[src/rtl/ram_sdp_clr.sv]
// ram_sdp_clr: simple-dual-port synchronous RAM with a hardware clear sequencer.
//
// One write port and one read port share a single rising-edge clock. Writes
// are byte-lane masked. Reads are registered, with one-cycle latency, and
// flagged by rd_valid. After reset, or when clear is requested, a sequencer
// takes ownership of the array and writes zero to every word in turn. While
// it does so, busy is high and user requests are discarded and flagged on
// drop_err.
//
// Parameters:
//   DATA_W    - word width in bits; must be a multiple of 8
//   ADDR_W    - address width; DEPTH = 2**ADDR_W words
//   READ_MODE - same-address read/write collision:
//               0 = read-first (returns the old word)
//               1 = write-first (returns the merged new word)
//
// Ports:
//   clk      in   rising-edge clock
//   reset    in   synchronous, active-high reset
//   clear    in   request to zero the array (honoured in RUN only)
//   wr_en    in   write request
//   wr_addr  in   write address
//   wr_data  in   write data
//   wr_be    in   byte-lane enables; bit i covers wr_data[8i+7:8i]
//   rd_en    in   read request
//   rd_addr  in   read address
//   rd_data  out  registered read data; holds its value when no read occurs
//   rd_valid out  high for one cycle when rd_data was updated by a read
//   busy     out  high while the clear sequencer owns the array
//   drop_err out  one-cycle pulse when a request was discarded
//
// Handshake: there is no back-pressure. A request is accepted on any edge
// where busy=0 and clear=0. Otherwise it is discarded, and drop_err is high
// after that edge. rd_valid is high after the edge that accepted a read.
//
// The FSM state is held in the signal 'state' (ST_CLEAR / ST_RUN), so that
// checkers can bind to it directly.

module ram_sdp_clr #(
    parameter int DATA_W    = 16,
    parameter int ADDR_W    = 3,
    parameter int READ_MODE = 0
) (
    input  logic                clk,
    input  logic                reset,
    input  logic                clear,
    input  logic                wr_en,
    input  logic [ADDR_W-1:0]   wr_addr,
    input  logic [DATA_W-1:0]   wr_data,
    input  logic [DATA_W/8-1:0] wr_be,
    input  logic                rd_en,
    input  logic [ADDR_W-1:0]   rd_addr,
    output logic [DATA_W-1:0]   rd_data,
    output logic                rd_valid,
    output logic                busy,
    output logic                drop_err
);

    localparam int NB    = DATA_W / 8;
    localparam int DEPTH = 1 << ADDR_W;

    localparam logic [0:0] ST_CLEAR = 1'b0;
    localparam logic [0:0] ST_RUN   = 1'b1;

    localparam logic [ADDR_W-1:0] LAST_ADDR = ADDR_W'(DEPTH - 1);

    // The array has no reset, so synthesis can map it to block RAM.
    // The only source of the zero guarantee is the sweep below.
    logic [DATA_W-1:0] mem [DEPTH];

    logic [0:0]        state;
    logic [ADDR_W-1:0] clr_ptr;

    // The single write port is shared by the clear sweep and the user.
    logic              mem_we;
    logic [ADDR_W-1:0] mem_addr;
    logic [DATA_W-1:0] mem_wdata;
    logic [NB-1:0]     mem_be;

    logic              accept;   // in RUN and no clear request this cycle
    logic              rd_fire;
    logic [DATA_W-1:0] rd_word;

    assign busy = (state == ST_CLEAR);

    // Write-port arbitration. Nothing is written on a reset edge. The
    // sweep always writes a full zero word.
    always_comb begin
        accept    = (state == ST_RUN) && !clear;
        mem_we    = 1'b0;
        mem_addr  = '0;
        mem_wdata = '0;
        mem_be    = '0;
        if (!reset) begin
            if (state == ST_CLEAR) begin
                mem_we    = 1'b1;
                mem_addr  = clr_ptr;
                mem_wdata = '0;
                mem_be    = '1;
            end else if (accept && wr_en) begin
                // wr_be == 0 still takes this path and simply changes no lane.
                mem_we    = 1'b1;
                mem_addr  = wr_addr;
                mem_wdata = wr_data;
                mem_be    = wr_be;
            end
        end
    end

    // Read data selection. In read-first mode, the old word is used as is.
    // In write-first mode, a colliding write's enabled lanes are forwarded
    // over the stored word, so the read returns the merged result.
    always_comb begin
        rd_fire = !reset && accept && rd_en;
        rd_word = mem[rd_addr];
        if (READ_MODE != 0 && mem_we && (mem_addr == rd_addr)) begin
            for (int i = 0; i < NB; i++) begin
                if (mem_be[i]) begin
                    rd_word[8*i +: 8] = mem_wdata[8*i +: 8];
                end
            end
        end
    end

    // Array write. This block has no reset branch. mem_we is already low
    // on reset edges.
    always_ff @(posedge clk) begin
        if (mem_we) begin
            for (int i = 0; i < NB; i++) begin
                if (mem_be[i]) begin
                    mem[mem_addr][8*i +: 8] <= mem_wdata[8*i +: 8];
                end
            end
        end
    end

    // Control FSM and output registers.
    always_ff @(posedge clk) begin
        if (reset) begin
            state    <= ST_CLEAR;
            clr_ptr  <= '0;
            rd_data  <= '0;
            rd_valid <= 1'b0;
            drop_err <= 1'b0;
        end else begin
            case (state)
                ST_CLEAR: begin
                    // The sweep cannot be restarted: clear is ignored here.
                    rd_valid <= 1'b0;
                    drop_err <= wr_en || rd_en;
                    clr_ptr  <= clr_ptr + 1'b1;
                    if (clr_ptr == LAST_ADDR) begin
                        state <= ST_RUN;
                    end
                end
                ST_RUN: begin
                    if (clear) begin
                        state    <= ST_CLEAR;
                        clr_ptr  <= '0;
                        rd_valid <= 1'b0;
                        drop_err <= wr_en || rd_en;
                    end else begin
                        drop_err <= 1'b0;
                        rd_valid <= rd_fire;
                        if (rd_fire) begin
                            rd_data <= rd_word;
                        end
                    end
                end
                default: begin
                    state    <= ST_CLEAR;
                    clr_ptr  <= '0;
                    rd_valid <= 1'b0;
                    drop_err <= 1'b0;
                end
            endcase
        end
    end

endmodule

[config.mk]
export PLATFORM = sky130hd
export DESIGN_NAME = ram_sdp_clr
export DESIGN_NICKNAME = d
export VERILOG_FILES = /design/src/rtl/ram_sdp_clr.sv
export SDC_FILE = /design/constraint.sdc
export NUM_CORES = 1
export LEC_CHECK = 0
export ABC_AREA = 1
export CAP_MARGIN = 20
export CORE_ASPECT_RATIO = 2
export CORE_MARGIN = 3
export CORE_UTILIZATION = 58
export DETAILED_ROUTE_END_ITERATION = 8
export GPL_TIMING_DRIVEN = 0
export PLACE_DENSITY_LB_ADDON = 0.3
export SKIP_CTS_REPAIR_TIMING = 1
export SLEW_MARGIN = 5
export SYNTH_ARGS = -nofsm -noshare
export SYNTH_HDL_FRONTEND = slang
export SYNTH_SLANG_ARGS = --single-unit
[constraint.sdc]
create_clock -name clk -period 2.45 [get_ports clk]
set_clock_uncertainty 0.15 [all_clocks]
set_input_delay 0.49 -clock clk [delete_from_list [all_inputs] [get_ports clk]]
set_output_delay 0.49 -clock clk [all_outputs]
set_load 0.02 [all_outputs]
Word-level counts from Yosys, hierarchy flattened
Memories as Yosys holds them, arrays and structs flattened. A register that Yosys moved wholly into a read port is not among the register bits.
Index checks and enable logic that the tools add are counted.
{"block": "totals", "ramBits": 128, "register_bits": 6, "mem_count": 1, "inputBits": 29, "latch_bits": 0, "rom_bits": 0}
{"block": "classes", "n_eq_ne": 2, "mul": 0, "div_mod_pow": 0, "n_reduce_logical": 8, "shifts": 0, "n_bitwise": 2, "muxes": 27, "order_cmp": 0, "addsub": 1}
{"name": "mem", "words": 8, "word_bits": 16, "rd": 1, "rd_ports_with_merged_regs": 1, "write_ports": 1, "line": "69", "rtl": "logic [DATA_W-1:0] mem [DEPTH];"}
{"cell": "16-bit 2-to-1 mux", "count": 3}
{"cell": "1-bit 2-to-1 mux", "count": 13}
{"cell": "3-bit 2-to-1 mux", "count": 4}
{"cell": "2-bit 2-to-1 mux", "count": 3}
{"cell": "1-bit one-hot mux with 2 select lines", "count": 3}
{"cell": "3-bit one-hot mux with 2 select lines", "count": 1}
{"cell": "1-bit logical AND", "count": 4}
{"cell": "3-bit by 1-bit adder with 3-bit output, second input constant", "count": 1}
{"cell": "3-bit == test, second input constant", "count": 1}
{"cell": "3-bit AND reduction", "count": 1}
{"cell": "1-bit logical NOT", "count": 2}
{"cell": "2-bit inequality test, second input constant", "count": 1}
{"cell": "1-bit inverter", "count": 2}
{"cell": "1-bit logical OR", "count": 1}

Depth between registers and ports, before layout
Gate-level depths: netlist of run 1.
{"block": "logic_depth", "word_depth": 9, "ltp_mapped": 9, "ltp_nobuf": 9}

Worst setup path before layout of run 1
No wires, ideal clock.
{"block": "synth_timing", "path_type": "input port to flip-flop", "from": "input port clear", "to": "memory mem[5][0], enable pin", "t_required_ps": 1930, "slack_ps": 463, "path_buffers": 0, "setup_ps": 370, "arrival_time_ps": 1466, "cell_stages": 9, "cell_sequence": "inv_1 -> nand2_2 -> nor2_4 -> nand2_1 -> nand2_1 -> nand2_2 -> inv_2 -> nand3_1 -> nor2_1"}
{"block": "synth_between", "elab_chain_len": 9, "elab_cells_between_ends": 15, "cone_classes": "mux: 12; reduce/logical: 3"}
{"item": "from (decl)", "line": "46", "rtl": "input logic clear,"}
{"item": "1-bit logical NOT *", "line": "89", "rtl": "accept = (state == ST_RUN) && !clear;"}
{"item": "1-bit logical AND *", "line": "89"}
{"item": "1-bit logical AND *", "line": "100", "rtl": "end else if (accept && wr_en) begin"}
{"item": "2-bit 2-to-1 mux", "line": "100"}
{"item": "2-bit 2-to-1 mux", "line": "95", "rtl": "if (state == ST_CLEAR) begin"}
{"item": "2-bit 2-to-1 mux", "line": "94", "rtl": "if (!reset) begin"}
{"item": "1-bit 2-to-1 mux", "line": "130", "rtl": "if (mem_be[i]) begin"}
{"item": "1-bit 2-to-1 mux", "line": "128", "rtl": "if (mem_we) begin"}
{"item": "1-bit 2-to-1 mux (not written as such)", "line": "131", "rtl": "mem[mem_addr][8*i +: 8] <= mem_wdata[8*i +: 8];"}
{"item": "to (decl)", "line": "69"}
Every way passes the cells marked *; elsewhere a longest branch is shown, timed or not.

Worst setup path in the final report of run 1
{"block": "layout_timing", "from": "input port reset", "to": "memory mem[7][14], enable pin"}
{"block": "layout_between", "elab_chain_len": 4, "elab_cells_between_ends": 6, "cone_classes": "mux: 6"}
{"item": "from (decl)", "line": "45", "rtl": "input logic reset,"}
{"item": "2-bit 2-to-1 mux", "line": "94"}
{"item": "1-bit 2-to-1 mux", "line": "130"}
{"item": "1-bit 2-to-1 mux", "line": "128"}
{"item": "1-bit 2-to-1 mux (not written as such)", "line": "131"}
Parallel ways exist; a longest one is shown, timed or not.

==> results.sh, run 1 <==
export IMPL_status="complete, but fails checks"
export IMPL_violations="negative setup slack"
export IMPL_reg2reg_to="mem[7][14]"
export IMPL_crit_path_top_delay_cell="nor2_1"
export IMPL_synth_edf_count=128
export IMPL_worstHoldStart="rd_data[4]"
export IMPL_drive_gt1_frac=0.120
export IMPL_p_total_mw=5.94
export IMPL_grtUsageTotal=0.283
export IMPL_ir_drop_v=0.000823
export IMPL_dieArea_mm2=0.0127
export IMPL_h_tree_depth=4
export IMPL_r2r_start="state"
export IMPL_min_period_over_period=1.05
export IMPL_cts_sinks=150
export IMPL_endpoint_kind="register"
export IMPL_timing_critical_path_fanout_max=10
export IMPL_path_cells="clkdlybuf4s50_1, inv_2, buf_2, nand3_1, nand2_1, nand3_1, nor2_1"
export IMPL_clkSlewWorstSetupHoldPaths_ns=0.06
export IMPL_yosys_warnings=0
export IMPL_reg2reg_slack_ns=0.06
export IMPL_crit_family="simple AND/OR/NAND/NOR gates"
export IMPL_ys_async_sr_fraction=0
export IMPL_fillers=806
export IMPL_max_freq_mhz=390
export IMPL_insertion_delay_ns=0.42
export IMPL_wirelength_um=17000
export IMPL_hold_depth=2
export IMPL_drtAntennaViolNets=0
export IMPL_synth_distinct_cells=20
export IMPL_final_common_cell="nand2_1"
export IMPL_cts_tree="yes"
export IMPL_grt_pass1_wl_um=25500
export IMPL_holdPathEnd="rd_data[4]"
export IMPL_max_slew_margin_rel=0.385
export IMPL_detail_route_iter0_violations=578
export IMPL_seq_area_frac_synth=0.654
export IMPL_pre_cts_slack_ns=-0.501
export IMPL_setup_violations=72
export IMPL_die_x_um=81.1
export IMPL_antenna_found_initial=0
export IMPL_gp_congestion=0.917
export IMPL_crit_type="in2reg"
export IMPL_syn_inst=665
export IMPL_num_antenna_cells=0
export IMPL_design_core_area_mm2=0.0109
export IMPL_most_common_layout_cells="nand2_1 (193), edfxtp_1 (128), inv_1 (116)"
export IMPL_wl_per_cell_um=19.2
export IMPL_area_delta_synth_final_pct=19.8
export IMPL_crit_path_max_incr_delay_ns=0.72
export IMPL_finalMaxSlewViolations=0
export IMPL_post_route_min_period_ns=2.56
export IMPL_rr_worst_depth=6
export IMPL_hp_class="reg2reg"
export IMPL_fin_ws_ns=-0.113
export IMPL_syn_area_mm2=0.00655
export IMPL_routed_via_density=5.65
export IMPL_maxCapViolCount=0
export IMPL_synth_net_count=696
export IMPL_hpwl_um=11600
export IMPL_vias=4986
export IMPL_synth_ff_type="edfxtp_1"
export IMPL_clock_path_buffers=2
export IMPL_grt_max_degree=17
export IMPL_io_buffers=45
export IMPL_cp_arrival_ns=2.45
export IMPL_worst_pin_slew_ns=0.919
export IMPL_start_kind="input pin"
export IMPL_ys_ff_latch=150
export IMPL_nets=760
export IMPL_initial_utilization=0.598
export IMPL_cp_data_required_time_ns=2.34
export IMPL_cts_root_buf="clkbuf_16"
export IMPL_rsz0062_at_grt="true"
export IMPL_final_hold_violation_count=0
export IMPL_rows=54
export IMPL_critPathBufInv=3
export IMPL_io_pins=48
export IMPL_remaining_drc_errors=0
export IMPL_syn_area_per_cell_um2=9.85
export IMPL_numCtsBuffers=17
export IMPL_grt_overflow_total=0
export IMPL_cpMostUsedCell="nand3_1"
export IMPL_p_leak_nw=3.29
export IMPL_p_per_area_mw_per_mm2=757
export IMPL_dr_pass1_iters=6
export IMPL_dieHeight_um=156
export IMPL_grt_pass1_vias=5044
==> synth_stat cells (7+ instances only) <==
| master | count | area [um2] |
|---|---|---|
| a21oi_1 | 11 | 55.1 |
| a21oi_2 | 9 | 78.8 |
| buf_2 | 19 | 95.1 |
| clkbuf_1 | 7 | 26.3 |
| dfxtp_1 | 22 | 440 |
| edfxtp_1 | 128 | 3840 |
| inv_1 | 116 | 435 |
| inv_2 | 7 | 26.3 |
| nand2_1 | 193 | 724 |
| nand3_1 | 99 | 495 |
| nand3_2 | 9 | 90.1 |
| nor2_1 | 33 | 124 |
==> worst register-to-register path, cell delays in order, from the launching register on <==
cell	delay, ns
dfxtp_1	0.40
nand2_2	0.13
nor2_4	0.15
nand3_1	0.09
nand2_1	0.23
nand3_1	0.16
nor2_1	0.72
==> per-stage QoR <==
| stage | hold slack, ns | cells | utilization | setup TNS (ns) | cell area, um2 |
|---|---|---|---|---|---|
| finish | 0.323 | 882 | 0.717 | -3.31 | 7850 |
| global route | 0.343 | 882 | 0.717 | -10.14 | 7850 |
| CTS | 0.319 | 882 | 0.715 | -1.35 | 7830 |
| detailed placement | 0.311 | 850 | 0.656 | -70.17 | 7180 |
| global placement | 0.310 | 850 | 0.656 | -56.87 | 7180 |
| floorplan | 0.297 | 665 | - | 0 | 6550 |
==> where the power goes <==
group	switching, mW	internal [mW]
Combinational	0.225	0.115
Clock	1.02	1.78
Sequential	0.0153	2.79
Total	1.26	4.68
==> routing by layer <==
layer	global-route usage	part of all wire	routed length, um	vias up
met3	0.0680	0.058	982	88
met4	0.247	0.088	1500	0
met1	0.276	0.32	5410	2363
met5	0	0	0	-
met2	0.481	0.54	9080	279
li1	-	-	-	2256
==> final cells by class <==
cell class                 count  area, um2  area share
buffer                        29        151      0.0193
clock buffer                  24        547      0.0697
clock inverter                 8        105      0.0134
inverter                     124        470      0.0599
multi-input combinational    362       1660       0.212
sequential                   150       4280       0.546
tap                          140        175      0.0223
timing repair buffer          45        450      0.0574
==> cell families after synthesis <==
family / share of synthesized area
AOI/OAI and AO/OA: 0.0220
adders and majority gates: 0.00382
buffers and inverters: 0.0949
DFF: 0.654
and+or+nand+nor: 0.225
==> worst max path at each step <==
stage	start	end	slack, ns	cells after the start
2_1_floorplan	clear	mem[5][0]	0.46	9
3_3_place_gp	reset	mem[7][4]	-0.44	7
3_5_place_dp	reset	mem[7][8]	-0.50	7
4_1_cts	reset	mem[7][14]	-0.07	7
5_1_grt	reset	mem[1][9]	-0.18	8
6_report	reset	mem[7][14]	-0.11	7
==> state kept, by name, indices dropped and copies added, names as in the netlist <==
signal,flops
rd_data,16
mem,128
clr_ptr,3
state,1
rd_valid,1
drop_err,1
Note: power is estimated with default switching activity, not from simulation.
==> inputs of run 2 (changes only) <==
--- a/config.mk
+++ b/config.mk
@@ -14,7 +14,7 @@
 export GPL_TIMING_DRIVEN = 0
 export PLACE_DENSITY_LB_ADDON = 0.3
 export SKIP_CTS_REPAIR_TIMING = 1
-export SLEW_MARGIN = 5
+export SLEW_MARGIN = 10
 export SYNTH_ARGS = -nofsm -noshare
 export SYNTH_HDL_FRONTEND = slang
 export SYNTH_SLANG_ARGS = --single-unit
==> results of run 2 <==
Final layout, timing and power as in run 1 (identical DEF).
==> inputs of run 3 (changes only) <==
--- a/config.mk
+++ b/config.mk
@@ -5,11 +5,10 @@
 export SDC_FILE = /design/constraint.sdc
 export NUM_CORES = 1
 export LEC_CHECK = 0
-export ABC_AREA = 1
 export CAP_MARGIN = 20
 export CORE_ASPECT_RATIO = 2
 export CORE_MARGIN = 3
-export CORE_UTILIZATION = 58
+export CORE_UTILIZATION = 57
 export DETAILED_ROUTE_END_ITERATION = 8
 export GPL_TIMING_DRIVEN = 0
 export PLACE_DENSITY_LB_ADDON = 0.3
==> constraint.sdc (replaced) <==
create_clock -name clk -period 2.45 [get_ports clk]
set_clock_uncertainty 0.15 [all_clocks]
set_input_delay 0.49 -clock clk [delete_from_list [all_inputs] [get_ports clk]]
set_output_delay 0.49 -clock clk [all_outputs]
set_load 0.005 [all_outputs]
==> results.sh, run 3 <==
export IMPL_wl_per_cell_um=23.8
export IMPL_violations="negative setup slack"
export IMPL_dp_cells=526
export IMPL_status="complete, but fails checks"
export IMPL_fin_ws_ns=-0.00625
export IMPL_syn_area_per_cell_um2=17.6
export IMPL_synth_top_family_by_area="multiplexers"
export IMPL_yosysTopAreaCell="edfxtp_1"
export IMPL_synth_simple_area_share=0.0688
export IMPL_h_tree_depth=4
export IMPL_min_period_over_period=1.00
export IMPL_synth_ff_type="edfxtp_1"
export IMPL_remaining_drc_errors=0
export IMPL_syn_area_mm2=0.00593
export IMPL_dr_pass1_iters=5
export IMPL_p_leak_nw=2.73
export IMPL_hpwl_um=8650
export IMPL_reg_largest_list="mem (128), rd_data (16), clr_ptr (3)"
export IMPL_ir_drop_v=0.000631
export IMPL_clock_path_buffers=2
export IMPL_initial_utilization=0.584
export IMPL_r2r_start="state"
export IMPL_synth_compound_area_share=0.0624
export IMPL_nets=453
export IMPL_worst_pin_slew_ns=1.11
export IMPL_largest_reg_flops=128
export IMPL_setup_violations=2
export IMPL_crit_family="simple AND/OR/NAND/NOR gates"
export IMPL_seq_area_frac_synth=0.722
export IMPL_hp_class="reg2reg"
export IMPL_io_buffers=45
export IMPL_synth_net_count=369
export IMPL_wirelength_um=13600
export IMPL_synthXorXnorAreaFrac=0
export IMPL_ys_async_sr_fraction=0
export IMPL_most_common_layout_cells="edfxtp_1 (128), clkdlybuf4s50_1 (44), mux2i_1 (34)"
export IMPL_crit_path_max_incr_delay_ns=0.58
export IMPL_synth_distinct_cells=33
export IMPL_ys_ff_latch=150
export IMPL_routed_via_density=6.16
export IMPL_crit_path_top_delay_cell="nor3_4"
export IMPL_yosys_warnings=0
export IMPL_fillers=627
export IMPL_drtAntennaViolNets=0
export IMPL_path_cells="clkdlybuf4s50_1, and3b_2, a31oi_1, nor3_4"
export IMPL_post_route_min_period_ns=2.46
export IMPL_syn_inst=338
export IMPL_insertion_delay_ns=0.42
export IMPL_cts_tree="yes"
export IMPL_rows=52
export IMPL_pre_cts_slack_ns=-0.804
export IMPL_fin_cells=570
export IMPL_netlist_top_cells_area="edfxtp_1 (65%), dfxtp_1 (7.4%), mux2i_1 (5.7%)"
export IMPL_grtUsageTotal=0.233
export IMPL_dieArea_mm2=0.0117
export IMPL_crit_type="in2reg"
export IMPL_detail_route_iter0_violations=404
export IMPL_synth_common_cells="edfxtp_1 (128), mux2i_1 (34), dfxtp_1 (22), nand2b_1 (17), nor3_1 (17)"
export IMPL_vias=3513
export IMPL_largest_register="mem"
export IMPL_finalMaxSlewViolations=0
export IMPL_drive_gt1_frac=0.214
export IMPL_numCtsBuffers=17
export IMPL_num_antenna_cells=0
export IMPL_max_freq_mhz=407
export IMPL_grt_pass1_wl_um=19500
export IMPL_grt_pass1_vias=3545
export IMPL_cp_arrival_ns=2.36
export IMPL_antenna_found_initial=0
export IMPL_final_hold_violation_count=0
export IMPL_gp_congestion=0.797
export IMPL_worstHoldStart="rd_data[6]"
export IMPL_design_core_area_mm2=0.0101
export IMPL_synth_area_mux_share=0.121
export IMPL_maxCapViolCount=0
export IMPL_start_kind="input pin"
export IMPL_area_delta_synth_final_pct=26.9
export IMPL_io_pins=48
export IMPL_max_slew_margin_rel=0.260
export IMPL_endpoint_kind="register"
export IMPL_grt_overflow_total=0
export IMPL_grt_max_degree=17
export IMPL_cts_sinks=150
export IMPL_cp_data_required_time_ns=2.35
export IMPL_final_common_cell="edfxtp_1"
export IMPL_timing_critical_path_fanout_max=9
export IMPL_critPathBufInv=1
export IMPL_dieHeight_um=150
export IMPL_synth_top_area_frac=0.648
export IMPL_die_x_um=78.1
export IMPL_whs_ns=0.316
export IMPL_cts_root_buf="clkbuf_16"
export IMPL_yosysMostFrequentCell="edfxtp_1"
export IMPL_p_per_area_mw_per_mm2=768
export IMPL_clkSlewWorstSetupHoldPaths_ns=0.06
export IMPL_synth_edf_count=128
export IMPL_synth_adder_area_share=0.00422
export IMPL_crit_start="wr_en"
run 3: cell types whose count changed after synthesis, moves of 26 or more:
cell     before  now
nand2_1     193    2
inv_1       116    3
nand3_1      99    0
mux2i_1       0   34
nor2_1       33    7
run 3: metal layers:
layer	GRT usage	share of wire	vias up
met1	0.244	0.34	1775
met2	0.433	0.57	149
li1	-	-	1550
met5	0	0	-
met3	0.0503	0.045	39
met4	0.116	0.045	0
run 3: where the power goes:
| part | internal (mW) | switching [mW] |
|---|---|---|
| logic | 0.154 | 0.187 |
| clock network | 1.61 | 1.03 |
| registers | 2.78 | 0.0133 |
run 3: cell type report:
type,count,area (um2),area share
sequential,150,4280,0.569
multi-input combinational,166,1680,0.223
clock inverter,14,175,0.0233
tap,135,169,0.0224
buffer,18,111,0.0148
clock buffer,18,429,0.0570
inverter,3,11.3,0.00150
timing repair buffer,66,666,0.0884
run 3: kinds of logic (layout without fill, tap and decap cells):
group,after synthesis,count (layout)
AOI/OAI and AO/OA,45,45
muxes,50,50
adders and majority gates,2,2
and+or+nand+nor,69,69
buffers and inverters,22,119
DFF,150,150
run 3: worst paths after layout:
check	end	slack (ns)	cells past startpoint
max	mem[5][3]	-0.006	4
min	rd_data[6]	0.32	1
max reg2reg	mem[4][3]	0.07	6
min reg2reg	rd_data[6]	0.32	1
run 3: metrics by stage:
stage / TNS, ns / area, um2 / util / power (mW)
2_1_floorplan: 0 / 5930 / - / 3.02
3_3_place_gp: -151.76 / 6550 / 0.645 / 3.12
3_5_place_dp: -108.82 / 6630 / 0.653 / 3.14
4_1_cts: -23.22 / 7240 / 0.713 / 5.75
5_1_grt: -1.83 / 7530 / 0.742 / 5.93
6_report: -0.00710 / 7530 / 0.742 / 5.78
